### src/rtl/gf_red_seq.sv
// gf_red_seq: bit-serial reduction of a 2m-bit GF(2) polynomial A modulo a
// runtime-selected polynomial P of degree m (2 <= m <= DATA_WIDTH).
// One conditional-XOR stage is reused for m cycles per request.
//   clk, rst_n            : clock, synchronous active-low reset
//   in_valid / in_ready   : request handshake (operands sampled on acceptance)
//   polyn_grade           : degree m
//   polyn_red_in          : P, bit i = coefficient of x^i (bits above m ignored)
//   reduc_in              : A (bits at 2m and above ignored)
//   out_valid / out_ready : result handshake
//   out                   : A mod P, zero-extended above bit m-1
//   grade_err             : with out_valid, m was outside 2..DATA_WIDTH
module gf_red_seq #(
  parameter int DATA_WIDTH = 10
) (
  input  logic                         clk,
  input  logic                         rst_n,
  input  logic                         in_valid,
  output logic                         in_ready,
  input  logic [$clog2(DATA_WIDTH):0]  polyn_grade,
  input  logic [DATA_WIDTH:0]          polyn_red_in,
  input  logic [2*DATA_WIDTH-1:0]      reduc_in,
  output logic                         out_valid,
  input  logic                         out_ready,
  output logic [DATA_WIDTH-1:0]        out,
  output logic                         grade_err
);

  localparam int N  = DATA_WIDTH;
  localparam int GW = $clog2(DATA_WIDTH) + 1;

  typedef enum logic [1:0] {IDLE, RUN, DONE} state_t;

  state_t           state_q, state_d;
  logic [GW-1:0]    m_q, m_d;
  logic [N:0]       p_q, p_d;
  logic [2*N-1:0]   a_q, a_d;
  logic [N-1:0]     acc_q, acc_d;
  logic [GW-1:0]    cnt_q, cnt_d;
  logic [N-1:0]     out_q, out_d;
  logic             grade_err_q, grade_err_d;
  logic             rdy_q;

  logic [N:0]       mask_in, mask_run, x_m, t, t_sh, t_red;
  logic [2*N-1:0]   a_shift;
  logic [N-1:0]     acc_next;
  logic             grade_ok;

  // Bits [m-1:0] set.
  function automatic logic [N:0] low_mask(input logic [GW-1:0] m);
    logic [N:0] mk;
    mk = '0;
    for (int unsigned i = 0; i <= N; i++) begin
      if (i < 32'(m)) mk[i] = 1'b1;
    end
    return mk;
  endfunction

  always_comb begin
    state_d     = state_q;
    m_d         = m_q;
    p_d         = p_q;
    a_d         = a_q;
    acc_d       = acc_q;
    cnt_d       = cnt_q;
    out_d       = out_q;
    grade_err_d = grade_err_q;

    grade_ok = (polyn_grade >= GW'(2)) && (polyn_grade <= GW'(N));
    mask_in  = low_mask(polyn_grade);
    mask_run = low_mask(m_q);
    x_m      = {{N{1'b0}}, 1'b1} << polyn_grade;
    a_shift  = reduc_in >> polyn_grade;

    // acc is kept below degree m, so t has at most bit m set above m-1;
    // XOR with the stored P (bit m forced) clears it whenever it is set.
    t        = {acc_q, a_q[cnt_q - GW'(1)]};
    t_sh     = t >> m_q;
    t_red    = t_sh[0] ? (t ^ p_q) : t;
    acc_next = t_red[N-1:0] & mask_run[N-1:0];

    unique case (state_q)
      IDLE: begin
        if (in_valid && in_ready) begin
          m_d = polyn_grade;
          p_d = (polyn_red_in & mask_in) | x_m;
          a_d = reduc_in;
          if (grade_ok) begin
            acc_d   = a_shift[N-1:0] & mask_in[N-1:0];
            cnt_d   = polyn_grade;
            state_d = RUN;
          end else begin
            out_d       = '0;
            grade_err_d = 1'b1;
            state_d     = DONE;
          end
        end
      end
      RUN: begin
        acc_d = acc_next;
        cnt_d = cnt_q - GW'(1);
        if (cnt_q == GW'(1)) begin
          out_d       = acc_next;
          grade_err_d = 1'b0;
          state_d     = DONE;
        end
      end
      DONE: begin
        if (out_ready) state_d = IDLE;
      end
      default: state_d = IDLE;
    endcase
  end

  always_ff @(posedge clk) begin
    if (!rst_n) begin
      state_q     <= IDLE;
      m_q         <= '0;
      p_q         <= '0;
      a_q         <= '0;
      acc_q       <= '0;
      cnt_q       <= '0;
      out_q       <= '0;
      grade_err_q <= 1'b0;
      rdy_q       <= 1'b0;
    end else begin
      state_q     <= state_d;
      m_q         <= m_d;
      p_q         <= p_d;
      a_q         <= a_d;
      acc_q       <= acc_d;
      cnt_q       <= cnt_d;
      out_q       <= out_d;
      grade_err_q <= grade_err_d;
      rdy_q       <= 1'b1;
    end
  end

  // rdy_q holds in_ready low until the first edge out of reset.
  assign in_ready  = (state_q == IDLE) && rdy_q;
  assign out_valid = (state_q == DONE);
  assign out       = out_q;
  assign grade_err = grade_err_q;

endmodule

### config.mk
export PLATFORM = sky130hd
export DESIGN_NAME = gf_red_seq
export DESIGN_NICKNAME = d
export VERILOG_FILES = /design/src/rtl/gf_red_seq.sv
export SDC_FILE = /design/constraint.sdc
export NUM_CORES = 1
export LEC_CHECK = 0
export ABC_AREA = 1
export BUFFER_PORTS_ARGS = -buffer_cell sky130_fd_sc_hd__buf_4
export CAP_MARGIN = 30
export CORE_MARGIN = 10
export CORE_UTILIZATION = 50
export CTS_CLUSTER_DIAMETER = 200
export CTS_CLUSTER_SIZE = 12
export DETAILED_ROUTE_END_ITERATION = 10
export PLACE_DENSITY = 0.76
export SYNTH_ARGS = -nofsm -noshare
export SYNTH_HDL_FRONTEND = slang
export SYNTH_SLANG_ARGS = --single-unit
### constraint.sdc
create_clock -name clk -period 4.03 [get_ports clk]
set_input_delay 0.2015 -clock clk [delete_from_list [all_inputs] [get_ports clk]]
set_output_delay 0.2015 -clock clk [all_outputs]
set_load 0.02 [all_outputs]
**Word-level counts from Yosys, hierarchy flattened**

Cells that the tools add are included.

- Bits in registers: 64
- Input port bits: 40
- Output and inout port bits: 13
- Logic and storage cells: 101

- $add $sub $neg: 1
- $lt $le $gt $ge: 23
- Equal/unequal tests: 8
- Shift-type cells: 3
- Muxes and demuxes: 43
- Bitwise operators: 5
- Reduce and logical (&&, ||, !) cells: 9

Operators by type and width:

| operator | count |
|---|---|
| 10-bit 2-to-1 mux | 6 |
| 3-bit by 5-bit < comparator with 1-bit output (first input constant) | 8 |
| 10-bit case mux with 2 select lines | 2 |
| 10-bit bitwise AND | 3 |
| 1-bit 2-to-1 mux | 25 |
| 1-bit by 5-bit < comparator with 1-bit output (first input constant) | 4 |
| 2-bit by 5-bit < comparator with 1-bit output (first input constant) | 4 |
| 4-bit by 5-bit < comparator with 1-bit output (first input constant) | 4 |
| 20-bit by 5-bit right shift with 10-bit output | 1 |
| 11-bit by 5-bit right shift with 1-bit output | 1 |
| 5-bit 2-to-1 mux | 2 |
| 10-bit OR | 1 |
| 5-bit case mux with 2 select lines | 1 |
| 1-bit by 5-bit left shift with 10-bit output (first input constant) | 1 |
| 10-bit bitwise XOR | 1 |
| 2-bit 2-to-1 mux | 4 |
| 2-bit != test (second input constant) | 4 |
| 5-bit by 6-bit < comparator with 1-bit output (second input constant) | 1 |
| 2-bit case mux with 3 select lines | 1 |
| 3-bit AND reduction | 2 |
| 1-bit binary-select mux with 5-bit select | 1 |
| 5-bit by 1-bit equality test with 1-bit output (second input constant) | 1 |
| 5-bit by 2-bit >= comparator with 1-bit output (second input constant) | 1 |
| 5-bit by 4-bit <= comparator with 1-bit output (second input constant) | 1 |
| 10 further kinds | 12 |

**Logic depth before layout (Yosys ltp)**

Gate-level depths: netlist of run 1.

- Word-level depth: 8
- Depth in mapped cells: 20
- Mapped depth without buffers: 18

**Least setup slack after synthesis of run 1**

OpenSTA, ideal clock, no wires.

- Path kind: reg2reg
- From: reg cnt_q[0]
- To: reg acc_q[9]
- Library setup time: 119 ps
- Data arrival time: 2034 ps
- Data required time: 3911 ps
- Slack: 1877 ps
- Stages on the path, launching flop included: 19
- Buffers on the path: 2
- Period minus slack after synthesis: 2153 ps
- Path through: dfxtp_1 inv_2 buf_6 ha_1 inv_1 nand3_1 nand3_1 nand3_1 nand2_1 nand2_1 nand3_1 nand2_1 nand2_2 nand2_4 buf_6 nand2_1 nand2_1 nand3_1 a21oi_1

- Longest elaborated chain between the ends: 7

Ends and longest elaborated chain:

| what | RTL line | source |
|---|---|---|
| start: declaration | 38 | `logic [GW-1:0] cnt_q, cnt_d;` |
| start signal: assignment | 131 | `cnt_q <= cnt_d;` |
| 5-bit by 1-bit subtractor with 5-bit output | 76 | `t = {acc_q, a_q[cnt_q - GW'(1)]};` |
| 1-bit binary-select mux with 5-bit select | 76 |  |
| 1-bit 2-to-1 mux (implied by the code) | 76 |  |
| 11-bit by 5-bit right shift with 1-bit output | 77 | `t_sh = t >> m_q;` |
| 10-bit 2-to-1 mux | 78 | `t_red = t_sh[0] ? (t ^ p_q) : t;` |
| 10-bit bitwise AND | 79 | `acc_next = t_red[N-1:0] & mask_run[N-1:0];` |
| 10-bit case mux with 2 select lines | 81 | `unique case (state_q)` |
| end signal: assignment | 120 | `acc_q <= '0;` |
| end signal: assignment | 130 | `acc_q <= acc_d;` |
| end: declaration | 37 | `logic [N-1:0] acc_q, acc_d;` |

Every way passes these cells. The select of a mux whose other input is x is not followed.
A chain may end at the register's enable or synchronous reset.

**Worst setup path in the final report of run 1**

- From: reg cnt_q[0]
- To: reg acc_q[3]

The elaborated chain is that of the path after synthesis.

==> impl_metrics.yaml, run 1 <==
outcome:
  outcome: "finished clean"
worst_setup_path:
  cp-start-kind: "flip-flop"
  r2r_slack_ps: 1170
  cp.required_ps: 4310
  critPathKind: "flip-flop to flip-flop"
  cp.arrival_ps: 3150
  path_max_fanout: 16
  worstSetupEndpointType: "flip-flop"
clock_tree:
  cts_buffers: 9
  clock_path_buffers: 2
  hold_buffers: 0
  htree_levels: 3
  cts_num_sinks: 64
  cts_tree: "done"
  postCtsSetupRepairBufs: 0
  path_clk_slew_ps: 80
  post_cts_resized: 0
  clk_latency_ps: 350
  cts-root-buf: "clkbuf_8"
logic_synthesis:
  postSynthCellCount: 599
  ys_seq_area_share_pct: 33.4
  synth_area_sq_um: 3830
  synth-main-ff-cell: "dfxtp_1"
  ys_ff_latch: 64
  synth.net_count: 641
  avgSynthCellArea_sq_um: 6.40
  ys_warn_count: 0
  synth_edf_count: 0
  synthArstFlopShare_pct: 0
  ys_types: 42
timing:
  fmax_mhz: 349
  worst_pin_slew_ps: 772
  finalClockSkew_ps: 13.8
  rsz0062_at_grt: "false"
  hold_violations: 0
  fin_crit_sh_pct: 71.1
  setup_slack_ps: 1170
  report.final.slew_viol_count: 0
  maxSlewHeadroom_pct: 48.6
  final.min_clock_period_ps: 2860
  final.setup.tns_ps: 0
  setup_violations: 0
global_route:
  grt_max_degree: 49
  grt_pass1_wl_microns: 19700
  grt_pass1_vias: 3854
  grt_overflow: 0
  antenna_found_initial: 0
  gr-usage-all-layers_pct: 20.9
power_and_ir_drop:
  power_density_nw_per_um2: 519
  peakVddDrop_mv: 0.245
  p_leak_nw: 1.92
finish:
  layout.nets: 676
  final_layout_size_suffix_gt1_share_pct: 13.5
  final.fill_count: 697
  area_growth_pct: 16.1
  num_antenna_cells: 0
detailed_routing:
  viasPerCell: 5.75
  post_drt_wl_per_cell_microns: 16.5
  firstDrtPassIters: 5
  vias: 4235
  drcViolationCount: 0
  drt_wl_total_microns: 12200
  antenna_left: 0
  first_iter_violations: 303
placement:
  dp_slack_ps: 1220
  io_buffers: 51
  hpwlAfterDp_microns: 9060
  gp_congestion: 0.929
flow_run:
  drv_cap: 0
floorplanning:
  core.rowCount: 31
  dieWidth_microns: 108
  core-area_sq_um: 7370
  start_util_pct: 52.0
  io_pins: 53
  die_area_sq_um: 11600
  die_h_microns: 108
hold_path:
  hold_class: "primary input to flip-flop"
where the power goes:
group / leakage (nW) / internal, mW / switching [mW] / total [mW]
registers: 0.525 / 0.741 / 0.0853 / 0.826
logic: 1.29 / 0.304 / 0.571 / 0.875
clock network: 0.109 / 0.344 / 0.263 / 0.607
per-layer routing:
metal | GRT usage, % | vias up | share of wire (%)
met5 | 0 | - | 0
met4 | 6.30 | 0 | 1.4
met3 | 4.79 | 17 | 7.8
met2 | 32.0 | 176 | 45
met1 | 28.5 | 1936 | 45
li1 | - | 2106 | -
synth_stat cells, drive strengths merged, types with 3 or more instances:
cell,n,area [sq um]
inv,53,199
nand2,150,583
buf,13,80.1
o22ai,5,31.3
nand3,48,245
a22oi,3,22.5
nor2,41,161
dfxtp,64,1280
o211ai,8,60.1
o31ai,3,22.5
clkbuf,18,67.6
a21oi,67,343
nand4,3,18.8
a31oi,9,56.3
xor2,3,26.3
nor3,9,45.0
o21ai,77,385
nand3b,4,30.0
nor4,3,18.8
cells by family (layout without fill, tap and decap cells):
| family | count (synthesis) | count (layout) | synth area share (%) |
|---|---|---|---|
| and+or+nand+nor | 261 | 261 | 29.3 |
| AOI/OAI and AO/OA | 181 | 181 | 26.1 |
| buffers and inverters | 85 | 124 | 9.14 |
| DFF | 64 | 64 | 33.4 |
| xor gates and xnor gates | 5 | 5 | 1.14 |
| adders and majority gates | 2 | 2 | 0.653 |
| muxes | 1 | 1 | 0.261 |
critical path: stages (launching register included):
cell	delay [ps]
dfxtp_1	620
inv_2	220
ha_1	470
inv_1	160
a21oi_2	120
o21ai_1	70
nand2_1	80
nand3_1	80
nand2_1	100
nand3_1	80
nand2_1	80
nand2_2	110
nand2_4	190
nand2_1	80
nand2_1	60
nand3_1	120
a21oi_1	150
layout make-up:
type                       instances  area, sq um  share of cell area (%)
clock inverter                     6         83.8                    1.88
clock buffer                       9          124                    2.78
multi-input combinational        450         2200                    49.5
tap                               99          124                    2.78
inverter                          54          203                    4.56
sequential                        64         1280                    28.8
timing repair buffer              55          433                    9.73
cells in the final DEF, fill, tap and decap left out, drive strengths merged:
cell       n
buf       55
nand2    150
a21oi     67
xnor2      2
o21ai     77
dfxtp     64
o211a      1
nor3       9
nand4      3
o211ai     8
nand3     48
and2       1
inv       54
xor2       3
nor4       3
o2111ai    2
a22oi      3
bufinv     2
o22ai      5
ha         2
o31ai      3
nand3b     4
nor2      41
a22o       1
o221ai     2
o32ai      1
mux2i      1
or2        2
clkinv     4
a31oi      9
a211o      1
clkbuf     9
a221oi     1
state kept, by name (all words and copies together) (netlist names):
register / cells
out: 10
state_q: 2
a_q: 20
rdy_q: 1
acc_q: 10
m_q: 5
cnt_q: 5
p_q: 10
grade_err: 1
stage by stage:
step	util, %	hold WS, ps	cells	total power [mW]	instance area, sq um
6_report	60.4	105	737	2.31	4450
5_1_grt	60.4	109	737	2.45	4450
2_1_floorplan	-	229	599	1.45	3830
3_5_place_dp	57.6	440	722	1.70	4240
3_3_place_gp	57.2	436	721	1.67	4210
4_1_cts	60.4	98.8	737	2.30	4450
worst paths after layout:
path                   startpoint  cells after the start       end
setup / recovery         cnt_q[0]                     16  acc_q[3]
hold reg to reg           a_q[19]                      2   a_q[19]
hold / removal    polyn_red_in[0]                      3    p_q[0]
setup reg to reg         cnt_q[0]                     16  acc_q[3]
Note: power is estimated with default switching activity, not from simulation.
==> inputs of run 2 (changes only) <==
==> constraint.sdc (replaced) <==
create_clock -name clk -period 2.9 [get_ports clk]
set_input_delay 0.145 -clock clk [delete_from_list [all_inputs] [get_ports clk]]
set_output_delay 0.145 -clock clk [all_outputs]
set_load 0.02 [all_outputs]
==> run 2 against run 1 <==
Compared with the run above:
- sequential cell count is the same
- cell count grew 0.41%
- final area fell by 0.70%
- largest cell class unchanged
- sequential share of layout area up 0.20 points
- combinational power is 41% higher
- global-route usage shrank 0.21 points
- non-clock buffer count is 2 higher
- count of clock-buffer cells in the layout increased by 1
- register-to-register slack worse by 660 ps
- clock power rose by 18%
- die area unchanged
==> impl_metrics.yaml, run 2 (synthesis results as in run 1) <==
timing:
  setup_violations: 0
  worst_pin_slew_ps: 803
  maxSlewHeadroom_pct: 46.5
  final.min_clock_period_ps: 2400
  final.setup.tns_ps: 0
  rsz0062_at_grt: "false"
  fin_crit_sh_pct: 82.7
  report.final.slew_viol_count: 0
  finalClockSkew_ps: 11.3
  hold_violations: 0
  fmax_mhz: 417
floorplanning:
  dieWidth_microns: 108
  die_area_sq_um: 11600
  io_pins: 53
  start_util_pct: 52.0
  die_h_microns: 108
  core.rowCount: 31
  core-area_sq_um: 7370
power_and_ir_drop:
  p_leak_nw: 1.91
  sw_frac_of_total_pct: 42.1
  clockPowerShare_pct: 23.3
  peakVddDrop_mv: 0.377
  p_seq_share_pct: 36.8
  power.switching_mw: 1.30
  comb_power_share_pct: 39.9
  finalPower_mw: 3.09
  internal_power_mw: 1.79
  power_density_nw_per_um2: 698
finish:
  final_layout_size_suffix_gt1_share_pct: 13.9
  final_common_cell: "nand2_1"
  final.fill_count: 725
  regMostFlops: "a_q"
  layout_common_cells: "146 x nand2_1, 75 x o21ai_0, 65 x a21oi_1, 64 x dfxtp_1, 57 x buf_4"
  largest_register_ffs: 20
  area_growth_pct: 15.3
  layout.nets: 678
  num_antenna_cells: 0
  multi_input_comb_area_sq_um: 2200
  ff_latch_area_sq_um: 1280
  fin_cells: 740
worst_setup_path:
  cp_top_family: "simple AND/OR/NAND/NOR gates"
  r2r_end: "acc_q[2]"
  path_max_fanout: 16
  cp-start-kind: "flip-flop"
  path_buf_inv: 2
  cp_slowest_cell: "ha_1"
  crit_end: "acc_q[2]"
  crit_path_cell_trace: "inv_1, ha_1, inv_1, a21oi_2, o21ai_1, nand2_1, nand3_1, nand2_1, nand3_1, nand2_1, nand2_2, nand2_4, nand2_1, nand2_1, nand3_1, a21oi_1"
  r2r_slack_ps: 500
  max_stage_delay_ps: 430
  cpMostUsedCell: "nand2_1"
  cp.arrival_ps: 2690
  reg2regPathDepth: 16
  cp-startpoint: "cnt_q[1]"
  worstSetupEndpointType: "flip-flop"
  cp.required_ps: 3190
  critPathKind: "flip-flop to flip-flop"
  worstSetupPathDepth: 16
  worst_r2r_startpoint: "cnt_q[1]"
detailed_routing:
  drcViolationCount: 0
  top_layer: "met4"
  drt_wl_total_microns: 12300
  first_iter_violations: 334
  firstDrtPassIters: 5
  vias: 4286
  post_drt_wl_per_cell_microns: 16.6
  antenna_left: 0
  wl_met1_microns: 5450
  viasPerCell: 5.79
  wl_met3_microns: 923
  wl_met2_microns: 5660
hold_path:
  hold_path_depth: 3
  hold_class: "primary input to flip-flop"
flow_run:
  drv_cap: 0
global_route:
  grt_pass1_wl_microns: 19400
  gr-usage-all-layers_pct: 20.7
  grt_pass1_vias: 4024
  grt_max_degree: 49
  grt_overflow: 0
  antenna_found_initial: 0
clock_tree:
  post_cts_resized: 0
  postCtsSetupRepairBufs: 0
  cts-root-buf: "clkbuf_8"
  htree_levels: 3
  path_clk_slew_ps: 80
  cts_tree: "done"
  hold_buffers: 0
  clk_latency_ps: 350
  cts_buffers: 9
  clock_path_buffers: 2
  cts_num_sinks: 64
placement:
  dpl.cell_count: 724
  hpwlAfterDp_microns: 9100
  gp_congestion: 0.964
  io_buffers: 51
outcome:
  outcome: "finished clean"
[run 2: changes by cell type in the layout (fill, tap and decap cells not counted)]
| cell | change |
|---|---|
| bufinv_16 | -2 |
| buf_16 | -1 |
| buf_4 | +3 |
| clkinv_4 | +2 |
| clkinvlp_4 | +1 |
| clkbuf_8 | +1 |
| clkinv_2 | -1 |
[run 2: metrics by stage]
stage,hold WS (ps),cell area (sq um),setup WS [ps],util (%)
after global placement,379,4240,579,57.5
after detailed placement,383,4240,549,57.5
after global routing,43.4,4420,229,59.9
after CTS,24.9,4420,537,59.9
after floorplan,173,3830,747,-
final,28.9,4420,501,59.9
[run 2: how the worst min path moves through the flow]
stage | from | end
after floorplan | rst_n | rdy_q
after global placement | polyn_red_in[0] | p_q[0]
after detailed placement | polyn_red_in[0] | p_q[0]
after CTS | polyn_red_in[0] | p_q[0]
after global routing | polyn_red_in[0] | p_q[0]
final | polyn_red_in[0] | p_q[0]
[run 2: power by group through the flow]
stage	Combinational [mW]	Sequential, mW	Clock [mW]
4_1_cts	1.22	1.13	0.719
6_report	1.23	1.14	0.719
5_1_grt	1.37	1.16	0.758
2_1_floorplan	0.837	1.18	0
3_3_place_gp	1.19	1.15	0
3_5_place_dp	1.21	1.15	0
[run 2: layout make-up]
cell class                      instances  area share [%]
Timing Repair Buffer                   57            9.69
Tap cell                               99            2.80
Clock inverter                          6           0.991
Sequential cell                        64            29.0
Inverter                               54            4.59
Clock buffer                           10            3.12
Multi-Input combinational cell        450            49.8
[run 2: per-layer routing]
metal / vias up / track usage (%)
met5: - / 0
met4: 0 / 6.30
met3: 22 / 4.85
met2: 183 / 33.3
met1: 1968 / 26.8
li1: 2113 / -
[run 2: worst reg2reg max path, stage by stage, from the launching register on]
cell and delay [ps]:
dfxtp_1 330, inv_1 80, ha_1 430, inv_1 170, a21oi_2 120, o21ai_1 70, nand2_1 70, nand3_1 80
nand2_1 100, nand3_1 90, nand2_1 90, nand2_2 120, nand2_4 190, nand2_1 80, nand2_1 70, nand3_1 90
a21oi_1 140
